==> src/rtl/led_pattern_gen.sv <==
// Multi-channel LED pattern generator: a shared prescaler tick drives per-channel
// OFF/ON/BLINK/BURST patterns with registered led/busy/done outputs.
module led_pattern_gen #(
  parameter int unsigned NUM_CH  = 4,
  parameter int unsigned FREQ_HZ = 100000000,
  parameter int unsigned TICK_HZ = 1000,
  parameter int unsigned CW      = 16,
  localparam int unsigned CHW    = (NUM_CH > 1) ? $clog2(NUM_CH) : 1
) (
  input  logic              clk,
  input  logic              reset,
  input  logic              cfg_we,
  input  logic [CHW-1:0]    cfg_ch,
  input  logic [1:0]        cfg_mode,
  input  logic [CW-1:0]     cfg_period,
  input  logic [CW-1:0]     cfg_duty,
  input  logic [3:0]        cfg_count,
  output logic [NUM_CH-1:0] led,
  output logic [NUM_CH-1:0] busy,
  output logic [NUM_CH-1:0] done
);

  localparam int unsigned PRESC = FREQ_HZ / TICK_HZ;
  localparam int unsigned PW    = $clog2(PRESC);
  localparam logic [PW-1:0] PrescMax = PW'(PRESC - 1);

  typedef enum logic [1:0] {
    ModeOff   = 2'd0,
    ModeOn    = 2'd1,
    ModeBlink = 2'd2,
    ModeBurst = 2'd3
  } mode_e;

  logic [PW-1:0]     presc_q, presc_d;
  logic              tick;
  mode_e             mode_q   [NUM_CH];
  mode_e             mode_d   [NUM_CH];
  logic [CW-1:0]     period_q [NUM_CH];
  logic [CW-1:0]     period_d [NUM_CH];
  logic [CW-1:0]     duty_q   [NUM_CH];
  logic [CW-1:0]     duty_d   [NUM_CH];
  logic [CW-1:0]     ph_q     [NUM_CH];
  logic [CW-1:0]     ph_d     [NUM_CH];
  logic [3:0]        rem_q    [NUM_CH];
  logic [3:0]        rem_d    [NUM_CH];
  logic [NUM_CH-1:0] led_q, led_d, busy_q, busy_d, done_q, done_d;

  assign tick = (presc_q == PrescMax);

  always_comb begin : p_next
    logic [CW-1:0] pe;
    logic          wr;
    pe      = '0;
    wr      = 1'b0;
    presc_d = tick ? '0 : presc_q + 1'b1;
    led_d   = '0;
    busy_d  = '0;
    done_d  = '0;
    for (int i = 0; i < NUM_CH; i++) begin
      mode_d[i]   = mode_q[i];
      period_d[i] = period_q[i];
      duty_d[i]   = duty_q[i];
      ph_d[i]     = ph_q[i];
      rem_d[i]    = rem_q[i];
      pe          = (period_q[i] == '0) ? CW'(1) : period_q[i];
      wr          = cfg_we && (32'(cfg_ch) == i);
      // A write wins over a coincident tick and aborts any burst silently.
      if (wr) begin
        mode_d[i]   = mode_e'(cfg_mode);
        period_d[i] = cfg_period;
        duty_d[i]   = cfg_duty;
        ph_d[i]     = '0;
        rem_d[i]    = cfg_count;
        done_d[i]   = (mode_e'(cfg_mode) == ModeBurst) && (cfg_count == 4'd0);
      end else if (tick && ((mode_q[i] == ModeBlink) ||
                            ((mode_q[i] == ModeBurst) && (rem_q[i] != 4'd0)))) begin
        if (ph_q[i] >= pe - 1'b1) begin
          ph_d[i] = '0;
          if (mode_q[i] == ModeBurst) begin
            rem_d[i]  = rem_q[i] - 1'b1;
            done_d[i] = (rem_q[i] == 4'd1);
          end
        end else begin
          ph_d[i] = ph_q[i] + 1'b1;
        end
      end
      unique case (mode_d[i])
        ModeOff:   led_d[i] = 1'b0;
        ModeOn:    led_d[i] = 1'b1;
        ModeBlink: led_d[i] = (ph_d[i] < duty_d[i]);
        ModeBurst: led_d[i] = (rem_d[i] != 4'd0) && (ph_d[i] < duty_d[i]);
        default:   led_d[i] = 1'b0;
      endcase
      busy_d[i] = (mode_d[i] == ModeBurst) && (rem_d[i] != 4'd0);
    end
  end

  always_ff @(posedge clk) begin
    if (reset) begin
      presc_q <= '0;
      led_q   <= '0;
      busy_q  <= '0;
      done_q  <= '0;
      for (int i = 0; i < NUM_CH; i++) begin
        mode_q[i]   <= ModeOff;
        period_q[i] <= '0;
        duty_q[i]   <= '0;
        ph_q[i]     <= '0;
        rem_q[i]    <= '0;
      end
    end else begin
      presc_q  <= presc_d;
      led_q    <= led_d;
      busy_q   <= busy_d;
      done_q   <= done_d;
      mode_q   <= mode_d;
      period_q <= period_d;
      duty_q   <= duty_d;
      ph_q     <= ph_d;
      rem_q    <= rem_d;
    end
  end

  assign led  = led_q;
  assign busy = busy_q;
  assign done = done_q;

endmodule

==> config.mk <==
export PLATFORM = sky130hd
export DESIGN_NAME = led_pattern_gen
export DESIGN_NICKNAME = d
export VERILOG_FILES = /design/src/rtl/led_pattern_gen.sv
export SDC_FILE = /design/constraint.sdc
export NUM_CORES = 1
export LEC_CHECK = 0
export ABC_CLOCK_PERIOD_IN_PS = 9800
export CAP_MARGIN = 20
export CORE_AREA = 10 10 151 167
export CTS_CLUSTER_DIAMETER = 150
export DETAILED_ROUTE_END_ITERATION = 8
export DIE_AREA = 0 0 161 177
export PLACE_DENSITY = 0.91
export REMOVE_ABC_BUFFERS = 1
export SLEW_MARGIN = 20
export SYNTH_ARGS = -nofsm -noshare
export SYNTH_HDL_FRONTEND = slang
export SYNTH_SLANG_ARGS = --single-unit
export TNS_END_PERCENT = 50
==> constraint.sdc <==
create_clock -name clk -period 9.8 [get_ports clk]
set_input_delay 0.98 -clock clk [delete_from_list [all_inputs] [get_ports clk]]
set_output_delay 0.98 -clock clk [all_outputs]
set_load 0.1 [all_outputs]
==> results of run 1 <==
==> cell usage after synthesis, types with 4 or more instances <==
library cell | number | share of area
a211oi_1 | 7 | 0.0038
dfxtp_1 | 245 | 0.35
or4b_2 | 4 | 0.0029
nand2_1 | 228 | 0.062
and2_1 | 4 | 0.0018
xnor2_1 | 65 | 0.041
nor2b_1 | 17 | 0.0077
mux2i_1 | 78 | 0.056
a2111oi_0 | 4 | 0.0025
o21ai_0 | 28 | 0.010
inv_1 | 30 | 0.0081
nand3_1 | 36 | 0.013
o31ai_1 | 6 | 0.0033
nor2_1 | 232 | 0.063
nand4_1 | 38 | 0.017
and4_1 | 8 | 0.0051
a21oi_1 | 125 | 0.045
nand2b_1 | 14 | 0.0063
buf_1 | 10 | 0.0027
nor3_1 | 94 | 0.034
or3_1 | 10 | 0.0045
a21o_1 | 23 | 0.012
and3_1 | 15 | 0.0068
xor2_1 | 60 | 0.038
nor3b_1 | 7 | 0.0038
clkbuf_1 | 55 | 0.015
nand3b_1 | 4 | 0.0022
a31oi_1 | 4 | 0.0018
nor4_1 | 15 | 0.0068
ha_1 | 141 | 0.13
==> through the flow <==
stage / total power (µW) / hold WS, ns
3_3_place_gp: 1410 / 0.445
2_1_floorplan: 1310 / 0.430
4_1_cts: 2420 / 0.471
3_5_place_dp: 1440 / 0.457
6_report: 2430 / 0.471
5_1_grt: 2510 / 0.505
==> per-layer routing <==
layer / GRT usage / share of wire
met1: 0.310 / 0.40
met2: 0.433 / 0.46
met3: 0.0437 / 0.079
met4: 0.148 / 0.056
met5: 0 / 0
==> placed cells by master, fill, tap and decap left out, types with 14 or more instances in the layout <==
cell / n
dfxtp_1: 245
nor2_1: 231
nand2_1: 228
ha_1: 141
a21oi_1: 125
nor3_1: 94
mux2i_1: 78
xnor2_1: 65
xor2_1: 60
clkdlybuf4s50_1: 53
nand4_1: 38
nand3_1: 35
inv_1: 30
o21ai_0: 28
clkbuf_16: 26
a21o_1: 23
nor2b_1: 17
and3_1: 15
nor4_1: 15
nand2b_1: 14
==> power groups by stage <==
| stage | logic [µW] | registers [µW] | clock network, µW |
|---|---|---|---|
| 2_1_floorplan | 247 | 1060 | 0 |
| 3_3_place_gp | 358 | 1060 | 0 |
| 3_5_place_dp | 378 | 1060 | 0 |
| 4_1_cts | 383 | 1040 | 1000 |
| 5_1_grt | 429 | 1040 | 1050 |
| 6_report | 390 | 1040 | 1000 |
==> cells by family after synthesis <==
kind of cell	share of synthesized area
AO/OA/AOI/OAI	0.101
XOR/XNOR	0.0791
adder cells (fa/ha/maj)	0.127
buffers and inverters	0.0261
flip-flops	0.354
multiplexers	0.0580
AND/OR/NAND/NOR	0.254
==> worst paths after layout <==
kind / from / end / slack [ns] / depth (start not counted)
worst max-delay path: period_q[9]$_SDFFE_PP0P_ / led[3]$_SDFF_PP0_ / 3.50 / 25
worst min-delay path: presc_q[0]$_SDFF_PP0_ / presc_q[0]$_SDFF_PP0_ / 0.47 / 1
worst max register to register: period_q[9]$_SDFFE_PP0P_ / led[3]$_SDFF_PP0_ / 3.50 / 25
worst min register to register: presc_q[0]$_SDFF_PP0_ / presc_q[0]$_SDFF_PP0_ / 0.47 / 1
==> registers in the layout, summed over array words and instances (netlist names) <==
| name | count |
|---|---|
| rem_q | 16 |
| duty_q | 64 |
| presc_q | 17 |
| mode_q | 8 |
| period_q | 64 |
| led | 4 |
| done | 4 |
| busy | 4 |
| ph_q | 64 |
==> area by class of cell <==
type | count | share of cell area
Clock buffer | 39 | 0.0517
Clock inverter | 7 | 0.00477
Inverter | 30 | 0.00728
Multi-Input combinational cell | 1324 | 0.556
Sequential cell | 245 | 0.317
Tap cell | 295 | 0.0239
Timing Repair Buffer | 62 | 0.0389
==> results_dict.tcl, run 1 <==
set metrics [dict create \
    clkLatencyLatePin_ns 0.55 \
    via_per_inst 6.18 \
    async_reset_ff_frac 0 \
    cap_violations 0 \
    num_vias 12377 \
    diodes 0 \
    cts_sinks 245 \
    p_switching_uw 671 \
    cp-start-kind "flop" \
    final-hold-violation-count 0 \
    clock_path_buffers 3 \
    synth_cells 1665 \
    place_inst 1956 \
    die-area_um2 28500 \
    synth.distinct_cells 70 \
    grt_pass1_vias 12156 \
    critPathBufInv 0 \
    synth_ff_type "dfxtp_1" \
    sequentialPowerShare 0.427 \
    hp-class "reg -> reg" \
    critPathSlowestCell "o31ai_4" \
    rsz0062_at_grt "no" \
    finalWorstSetupSlack_ns 3.50 \
    outcome "complete, no violations" \
    slowest_delay_ns 0.87 \
    peakVddDrop_mv 0.145 \
    fin_worst_skew_ns 0.0224 \
    dp_slack_ns 3.64 \
    switching_share 0.277 \
    finalNonFillerCells 2002 \
    cts_root_buf "clkbuf_16" \
    grt_antenna_before_repair 1 \
    post_cts_buffers 0 \
    path_delay_family "simple AND/OR/NAND/NOR gates" \
    synth-edff-count 0 \
    synthesis.area_um2 13800 \
    synth-seq-cells 245 \
    setup_viol 0 \
    core_area_um2 21800 \
    critPathCaptureType "flop" \
    relSlewSlack 0.240 \
    crit_top_cell "ha_1" \
    drive_above_1_share 0.0498 \
    h-tree-depth 1 \
    fin_crit_sh 0.643 \
    drt-pass1-iter-count 6 \
    max_freq_mhz 159 \
    grt-ovfl-total 0 \
    start_util 0.634 \
    seqCellArea_um2 4900 \
    num_rows 57 \
    cts_resized 0 \
    numPortBuffers 54 \
    p_per_area_nw_per_um2 157 \
    p_leak_uw 0.00658 \
    cts_buffers 26 \
    placed_area_um2 14600 \
    pwr-share-clk 0.412 \
    hpwlAfterDp_um 26200 \
    synth_area_per_cell_um2 8.31 \
    fillerInstances 1611 \
    cts_hold_buf 0 \
    clk_pin_slew_ns 0.07 \
    worstPathArrival_ns 6.71 \
    ios 55 \
    routedWlPerCell_um 19.2 \
    synthToLayoutAreaGrowth_pct 11.7 \
    antenna_left 0 \
    die_y_um 177 \
    p_int_uw 1760 \
    drc 0 \
    fin_area_um2 15500 \
    critical_path.max_fanout 29 \
    gp_congestion 0.932 \
    final_nets 1873 \
    yosysWarningCount 0 \
    dr.first_iter.drc_count 1333 \
    setup_tns_ns 0 \
    wl_um 38300 \
    dieWidth_um 161 \
    min_period_ns 6.30 \
    finalMaxSlewViolations 0 \
    grt_pass1_wl_um 60700 \
    ys_seq_area_frac 0.354 \
    critical_path_class "reg -> reg" \
    worst_slew_pin_slew_ns 1.14 \
    multiInputGateArea_um2 8600 \
    cts_tree "built" \
    final_core_util 0.709 \
    track_usage 0.259 \
    grt_max_degree 92 \
    pwr-share-comb 0.161 \
    crit_required_ns 10.21 \
]
Note: power is estimated with default switching activity, not from simulation.
==> inputs of run 2 (changes only) <==
--- a/config.mk
+++ b/config.mk
@@ -5,13 +5,13 @@
 export SDC_FILE = /design/constraint.sdc
 export NUM_CORES = 1
 export LEC_CHECK = 0
-export ABC_CLOCK_PERIOD_IN_PS = 9800
+export ABC_CLOCK_PERIOD_IN_PS = 5300
 export CAP_MARGIN = 20
-export CORE_AREA = 10 10 151 167
+export CORE_AREA = 10 10 161 178
 export CTS_CLUSTER_DIAMETER = 150
 export DETAILED_ROUTE_END_ITERATION = 8
-export DIE_AREA = 0 0 161 177
-export PLACE_DENSITY = 0.91
+export DIE_AREA = 0 0 171 188
+export PLACE_DENSITY = 0.85
 export REMOVE_ABC_BUFFERS = 1
 export SLEW_MARGIN = 20
 export SYNTH_ARGS = -nofsm -noshare
==> constraint.sdc (replaced) <==
create_clock -name clk -period 5.3 [get_ports clk]
set_input_delay 0.53 -clock clk [delete_from_list [all_inputs] [get_ports clk]]
set_output_delay 0.53 -clock clk [all_outputs]
set_load 0.1 [all_outputs]
==> results_dict.tcl, run 2 (same netlist as run 1, synthesis figures left out) <==
set metrics [dict create \
    max_freq_mhz 194 \
    cts_tree "built" \
    numPortBuffers 54 \
    setup_tns_ns 0 \
    gp_congestion 0.892 \
    synthToLayoutAreaGrowth_pct 15.4 \
    p_per_area_nw_per_um2 282 \
    grt_max_degree 92 \
    crit_required_ns 5.75 \
    cp-start-kind "flop" \
    drt-pass1-iter-count 6 \
    num_vias 12380 \
    setup_viol 0 \
    ios 55 \
    drive_above_1_share 0.0901 \
    clkLatencyLatePin_ns 0.55 \
    worstHoldStart "presc_q[0]$_SDFF_PP0_" \
    die_y_um 188 \
    cap_violations 0 \
    dr.first_iter.drc_count 1171 \
    layout_commonest_cell "dfxtp_1" \
    layout_common_cells "244 x dfxtp_1, 230 x nor2_1, 225 x nand2_1, 138 x ha_1, 118 x a21oi_1" \
    rr_worst_depth 26 \
    dieWidth_um 171 \
    critical_path.max_fanout 6 \
    cts_buffers 26 \
    relSlewSlack 0.344 \
    clk_pin_slew_ns 0.06 \
    fin_crit_sh 0.970 \
    final_nets 1917 \
    finalMaxSlewViolations 0 \
    holdPathEnd "presc_q[0]$_SDFF_PP0_" \
    min_period_ns 5.14 \
    hp-class "reg -> reg" \
    hpwlAfterDp_um 27400 \
    reg2reg_slack_ns 0.16 \
    num_rows 61 \
    cts_sinks 245 \
    grt_antenna_before_repair 0 \
    grt_pass1_wl_um 60500 \
    h-tree-depth 1 \
    start_util 0.553 \
    wl_um 39100 \
    cts_root_buf "clkbuf_16" \
    critical_path_class "reg -> reg" \
    fin_worst_skew_ns 0.0144 \
    grt_pass1_vias 11905 \
    core_area_um2 25000 \
    antenna_left 0 \
    die-area_um2 32100 \
    peakVddDrop_mv 0.240 \
    final-hold-violation-count 0 \
    fin_area_um2 16000 \
    worst_slew_pin_slew_ns 0.981 \
    whs_path_depth 1 \
    diodes 0 \
    clock_path_buffers 3 \
    critPathCaptureType "flop" \
    r2r-end "led[3]$_SDFF_PP0_" \
    p_leak_uw 0.00683 \
    grt-ovfl-total 0 \
    rsz0062_at_grt "yes" \
    placed_area_um2 14900 \
    outcome "complete, no violations" \
    worstPathArrival_ns 5.60 \
    routedWlPerCell_um 18.9 \
    via_per_inst 5.99 \
    track_usage 0.232 \
    largest_registers "duty_q (64), period_q (64), ph_q (64)" \
    drc 0 \
    rr_startpoint "period_q[11]$_SDFFE_PP0P_" \
]
run 2: changes by cell type in the layout (fill, tap and decap cells not counted), sizes merged:
cell,before,now
clkbuf,39,43
clkinvlp,1,0
bufinv,1,0
buf,9,53
run 2: area by class of cell:
class	count	area, µm²
Clock inverter	5	28.8
Fill cell	1979	9060
Clock buffer	43	826
Inverter	30	113
Sequential cell	245	4910
Tap cell	315	394
Timing Repair Buffer	106	945
Multi-Input combinational cell	1324	8760
run 2: worst max-delay path by stage:
stage | startpoint | to | slack (ns) | cells after the start
floorplan | period_q[9]$_SDFFE_PP0P_ | led[3]$_SDFF_PP0_ | -1.18 | 24
detailed placement | period_q[9]$_SDFFE_PP0P_ | led[3]$_SDFF_PP0_ | -0.09 | 26
global placement | period_q[21]$_SDFFE_PP0P_ | led[2]$_SDFF_PP0_ | 0.14 | 26
global route | period_q[11]$_SDFFE_PP0P_ | led[3]$_SDFF_PP0_ | -0.14 | 27
finish | period_q[11]$_SDFFE_PP0P_ | led[3]$_SDFF_PP0_ | 0.16 | 26
CTS | period_q[9]$_SDFFE_PP0P_ | led[3]$_SDFF_PP0_ | 0.0002 | 25
run 2: critical path, stage by stage (launching register included):
cell,delay [ns]
dfxtp_2,0.34
nor3_4,0.19
nand2b_1,0.09
or3_1,0.33
or4b_4,0.53
nor2b_2,0.18
ha_2,0.20
nand3b_1,0.22
buf_4,0.16
o31a_1,0.11
nor2_1,0.05
ha_1,0.27
and4_1,0.19
nand4_1,0.11
a221oi_2,0.24
nor3_2,0.11
o31ai_4,0.22
buf_6,0.16
nor2_1,0.05
ha_1,0.29
a21o_1,0.16
a21o_1,0.18
a21oi_2,0.16
nor2_1,0.05
nor3_1,0.16
o21ai_1,0.13
o22ai_1,0.18
run 2: per-stage QoR:
step	setup WS [ns]	power (µW)	util	std cells	hold WS (ns)
global placement	0.145	2640	0.594	2011	0.446
CTS	0.000171	4470	0.629	2059	0.470
detailed placement	-0.0925	2680	0.594	2011	0.455
global route	-0.138	4680	0.638	2068	0.487
floorplan	-1.18	2420	-	1599	0.430
finish	0.159	4510	0.638	2068	0.467
run 2: timing repair:
item / 4_1_cts / 5_1_grt
setup endpoints to repair: 2 / 5
gates resized for setup: 5 / 41
pin swaps: 0 / 11
setup buffers: 0 / 8
hold buffers: 0 / 0
gates cloned: 0 / 1
run 2: power by group:
group / internal, µW / switching (µW) / leakage (µW)
clock: 1060 / 759 / 0.000425
sequential: 1890 / 32.0 / 0.00199
combinational: 312 / 460 / 0.00442
total: 3260 / 1250 / 0.00683
run 2: metal layers:
layer / GRT usage / routed length (µm) / vias up
li1: - / - / 5949
met1: 0.276 / 15400 / 5835
met2: 0.382 / 18300 / 471
met3: 0.0403 / 2890 / 123
met4: 0.138 / 2410 / 2
met5: 0 / 28 / -
